==> src/rtl/icache_refill.sv <==
// Instruction-cache refill controller.
// On a fetch miss it latches the line address and issues one line read to memory.
// The returned 64-bit beats are streamed into the icache write port.
// A one-cycle refill_done pulse then tells the tag store to update.
module icache_refill #(
  parameter int unsigned LINE_BEATS = 4
) (
  input  logic        clk,
  input  logic        rst_n,
  input  logic        miss,
  input  logic [31:0] miss_pc,
  output logic        stall,
  output logic        mem_req,
  output logic [31:0] mem_addr,
  input  logic        mem_ack,
  input  logic        mem_valid,
  input  logic [63:0] mem_data,
  output logic        fill,
  output logic [4:0]  fill_idx,
  output logic [63:0] stream,
  output logic        refill_done,
  output logic [31:0] refill_addr
);

  // Byte offset bits within a line, and beat counter width.
  localparam int unsigned OFF = $clog2(8 * LINE_BEATS);
  localparam int unsigned BW  = $clog2(LINE_BEATS);

  localparam logic [31:0]   LINE_MASK = ~((32'd1 << OFF) - 32'd1);
  localparam logic [BW-1:0] LAST_BEAT = BW'(LINE_BEATS - 1);

  typedef enum logic [1:0] {
    StIdle,
    StReq,
    StStream,
    StDone
  } state_e;

  state_e        r_state;
  logic [BW-1:0] r_beat;
  logic [31:0]   r_line_addr;
  logic          r_mem_req;
  logic          r_fill;
  logic [4:0]    r_fill_idx;
  logic [63:0]   r_stream;
  logic          r_done;

  logic [31:0]   w_line_addr;
  logic [4:0]    w_idx;

  assign w_line_addr = miss_pc & LINE_MASK;
  // Word index inside the icache: line's word base plus the beat offset, wrapping in 5 bits.
  assign w_idx       = r_line_addr[7:3] + 5'(r_beat);

  // Refill sequencer: all outputs except stall are registered here.
  always_ff @(posedge clk or negedge rst_n) begin
    if (!rst_n) begin
      r_state     <= StIdle;
      r_beat      <= '0;
      r_line_addr <= '0;
      r_mem_req   <= 1'b0;
      r_fill      <= 1'b0;
      r_fill_idx  <= '0;
      r_stream    <= '0;
      r_done      <= 1'b0;
    end else begin
      // Strobes are single-cycle unless re-asserted below.
      r_fill <= 1'b0;
      r_done <= 1'b0;
      unique case (r_state)
        StIdle: begin
          if (miss) begin
            r_line_addr <= w_line_addr;
            r_mem_req   <= 1'b1;
            r_state     <= StReq;
          end
        end
        StReq: begin
          if (mem_ack) begin
            r_mem_req <= 1'b0;
            r_beat    <= '0;
            r_state   <= StStream;
          end
        end
        StStream: begin
          if (mem_valid) begin
            r_stream   <= mem_data;
            r_fill_idx <= w_idx;
            r_fill     <= 1'b1;
            // Wraps to 0 on the last beat; the counter is reloaded before next use.
            r_beat     <= r_beat + BW'(1);
            if (r_beat == LAST_BEAT) begin
              r_done  <= 1'b1;
              r_state <= StDone;
            end
          end
        end
        StDone: begin
          r_state <= StIdle;
        end
        default: begin
          r_state <= StIdle;
        end
      endcase
    end
  end

  // Fetch freezes in the same cycle the miss appears, before the FSM leaves idle.
  assign stall       = (r_state != StIdle) | miss;
  assign mem_req     = r_mem_req;
  assign mem_addr    = r_line_addr;
  assign refill_addr = r_line_addr;
  assign fill        = r_fill;
  assign fill_idx    = r_fill_idx;
  assign stream      = r_stream;
  assign refill_done = r_done;

endmodule

==> config.mk <==
export PLATFORM = sky130hd
export DESIGN_NAME = icache_refill
export DESIGN_NICKNAME = d
export VERILOG_FILES = /design/src/rtl/icache_refill.sv
export SDC_FILE = /design/constraint.sdc
export NUM_CORES = 1
export LEC_CHECK = 0
export ABC_AREA = 1
export CORE_ASPECT_RATIO = 1.1
export CORE_MARGIN = 5
export CORE_UTILIZATION = 30
export DETAILED_ROUTE_END_ITERATION = 10
export GPL_TIMING_DRIVEN = 0
export PLACE_DENSITY = 0.7
export SYNTH_ARGS = -nofsm -noshare
export SYNTH_HDL_FRONTEND = slang
export SYNTH_SLANG_ARGS = --single-unit
==> constraint.sdc <==
create_clock -name clk -period 1.4 [get_ports clk]
set_clock_uncertainty 0.15 [all_clocks]
set_input_delay 0.28 -clock clk [delete_from_list [all_inputs] [get_ports clk]]
set_output_delay 0.28 -clock clk [all_outputs]
set_load 0.01 [all_outputs]
==> qor.yml <==
status:
  status: "finished with violations"
  failed_checks: "hold timing, setup timing"
cells_and_area:
  layout-drive-gt1-share: 0.408
  fill_cells: 1324
  area_growth_pct: 73.6
  ff_latch_area_mm2: 0.00258
  fin_area_mm2: 0.00763
  final_cell_mix: "nand2_1 (209), dfrtp_1 (100), clkdlybuf4s50_1 (93)"
  final_util: 0.530
  antenna_cells: 0
  nNetsFinal: 875
  layout_commonest_cell: "nand2_1"
  multiInputGateArea_mm2: 0.00164
cts:
  cts_buffers: 9
  clkTransAtPathRegs_ps: 70
  clkSinkCount: 103
  htree_num_levels: 3
  worstSkewPairLatency_ps: 340
  cts_tree: "built"
  clock_tree.buffer_depth: 2
  clockRootBuffer: "clkbuf_16"
setup_path:
  cpMaxStageDelayCell: "dfrtp_1"
  crit_required_ps: 1480
  worstPathArrival_ps: 1660
  r2r_cells: 8
  critPathMostFrequentCell: "nand2_2"
  startpoint_type: "flop"
  worstSetupPathType: "flop to flop"
  max_stage_delay_ps: 390
  crit_path_max_fanout: 7
  worstSetupEndpointType: "flop"
  worstPathCellList: "buf_4, ha_4, nand2_8, clkinv_8, buf_12, clkbuf_16, nand2_2, nand2_2"
global_route:
  grt_overflow: 0
  grt_pass1_wl_mm: 21.4
  grt_max_degree: 62
  grt_util_all_layers: 0.159
  antenna_found_initial: 0
  grt_pass1_vias: 4034
power_and_ir_drop:
  peakVddDrop_mv: 1.05
  finalPower_w: 0.0163
  powerDensity_mw_per_mm2: 2140
  leakagePower_nw: 4.06
synthesis:
  ys_ff_latch: 103
  yosys_warnings: 0
  yosysSeqAreaShare: 0.587
  avgSynthCellArea_um2: 8.87
  synth_top_area_frac: 0.587
  synth_area_leaders: "dfrtp_1 (59%), nand2_1 (23%), buf_4 (8.0%), nand3_1 (2.8%), ha_1 (1.7%)"
  synth_area_mm2: 0.00439
  syn_inst: 495
  yosysTopAreaCell: "dfrtp_1"
  yosysUniqueCellTypes: 17
timing:
  setup_viol: 120
  post-route-min-period_ps: 1580
  tightest_slew_ps: 601
  tns_ps: -11660
  finalCritPeriodShare: 1.13
  fin_ws_ps: -179
  hold_viol_final: 42
  drv_slew: 0
  rsz0062_at_grt: "true"
  fmax_mhz: 633
  max_slew_margin: 0.599
  hold_ws_ps: -213
floorplan:
  num_rows: 46
  dieArea_mm2: 0.0172
  coreArea_mm2: 0.0144
  die_h_um: 137
  die_w_um: 125
  io_pins: 238
  initial_core_util: 0.305
detailed_routing:
  drcViolationCount: 0
  wl_per_cell_um: 14.9
  ant_nets: 0
  drt-initial-drc-count: 215
  drtPass1Iterations: 5
  vias: 4076
  routed_wl_mm: 14.4
  vias_per_cell: 4.22
min_path:
  hp-class: "primary input to asynchronous set/reset pin"
placement:
  gp_congestion: 0.825
  place_hpwl_mm: 10.1
  pre_cts_slack_ps: -497
  dpl_cell_area_mm2: 0.00691
  io_buffers: 221
flow_run:
  max_cap_viol_count: 0
## area by class of cell
cell class,count,share of cell area
clock inverters,6,0.00902
flip-flops and latches,103,0.338
multi-input cells,327,0.215
clock buffers,10,0.0300
well taps,192,0.0315
inverters,13,0.00804
repair buffers,264,0.296
plain buffers,50,0.0714
## registers in the layout, indices dropped and copies added (netlist names)
signal	cells
r_state	2
stream	64
mem_req	1
refill_done	1
fill_idx	5
r_beat	2
mem_addr	27
fill	1
## metrics by stage
step                      hold slack [ps]  instances
after floorplan                      -166        504
after CTS                            -198        947
after global routing                 -174        965
final                                -213        965
after global placement                311        917
after detailed placement              173        918
## synth_stat cells
cell type	instances
a21oi_1	4
buf_2	8
buf_4	47
buf_6	6
conb_1	1
dfrtp_1	103
ha_1	6
inv_1	12
inv_2	1
nand2_1	264
nand2_2	3
nand3_1	25
nor2_1	4
nor2_2	1
o21ai_0	5
o21ai_1	4
or2_2	1
## repair_timing
item / in CTS / in global routing
buffers inserted: 12 / 23
gates cloned: 2 / 5
gates resized for setup: 530 / 149
pin swaps: 3 / 13
setup endpoints to repair: 228 / 178
endpoints found under the hold margin: 42 / 42
## logic make-up after synthesis
kind of cell	after synthesis	share of synthesized area
simple gates	298	0.265
flops	103	0.587
buf+inv	74	0.116
compound gates	13	0.0148
fa+ha+maj	6	0.0171
other cells	1	0.000854
## worst max-delay path, delay by kind of cell, from the launching register on
kind	cells	cell delay, ps
AND/OR/NAND/NOR	3	210
adder cells (fa/ha/maj)	1	180
flip-flops	1	390
buffers and inverters	4	540
## worst paths after layout
| path | end | slack, ps | start |
|---|---|---|---|
| worst min register to register | stream[32]$_DFFE_PN0P_ | 330 | stream[32]$_DFFE_PN0P_ |
| worst max register to register | stream[25]$_DFFE_PN0P_ | -180 | r_state[1]$_DFFE_PN0P_ |
| worst max-delay path | stream[25]$_DFFE_PN0P_ | -180 | r_state[1]$_DFFE_PN0P_ |
| worst min-delay path | stream[25]$_DFFE_PN0P_ | -210 | rst_n |
| max in group asynchronous | mem_addr[10]$_DFFE_PN0P_ | 600 | rst_n |
| min in group clk | mem_addr[31]$_DFFE_PN0P_ | 110 | miss |
## metal layers
layer  routed length (µm)  GRT usage  vias to the layer above
met4                  237     0.0578                        0
met2                 6840      0.258                      197
li1                     -          -                     2014
met1                 6170      0.197                     1850
met5                    0          0                        -
met3                 1160     0.0546                       15
## power by group
part	total, W	switching, W	internal, W
Combinational	0.00854	0.00406	0.00447
Sequential	0.00525	0.000918	0.00434
Clock	0.00254	0.00113	0.00140
Power figures use the tool's default switching activity.
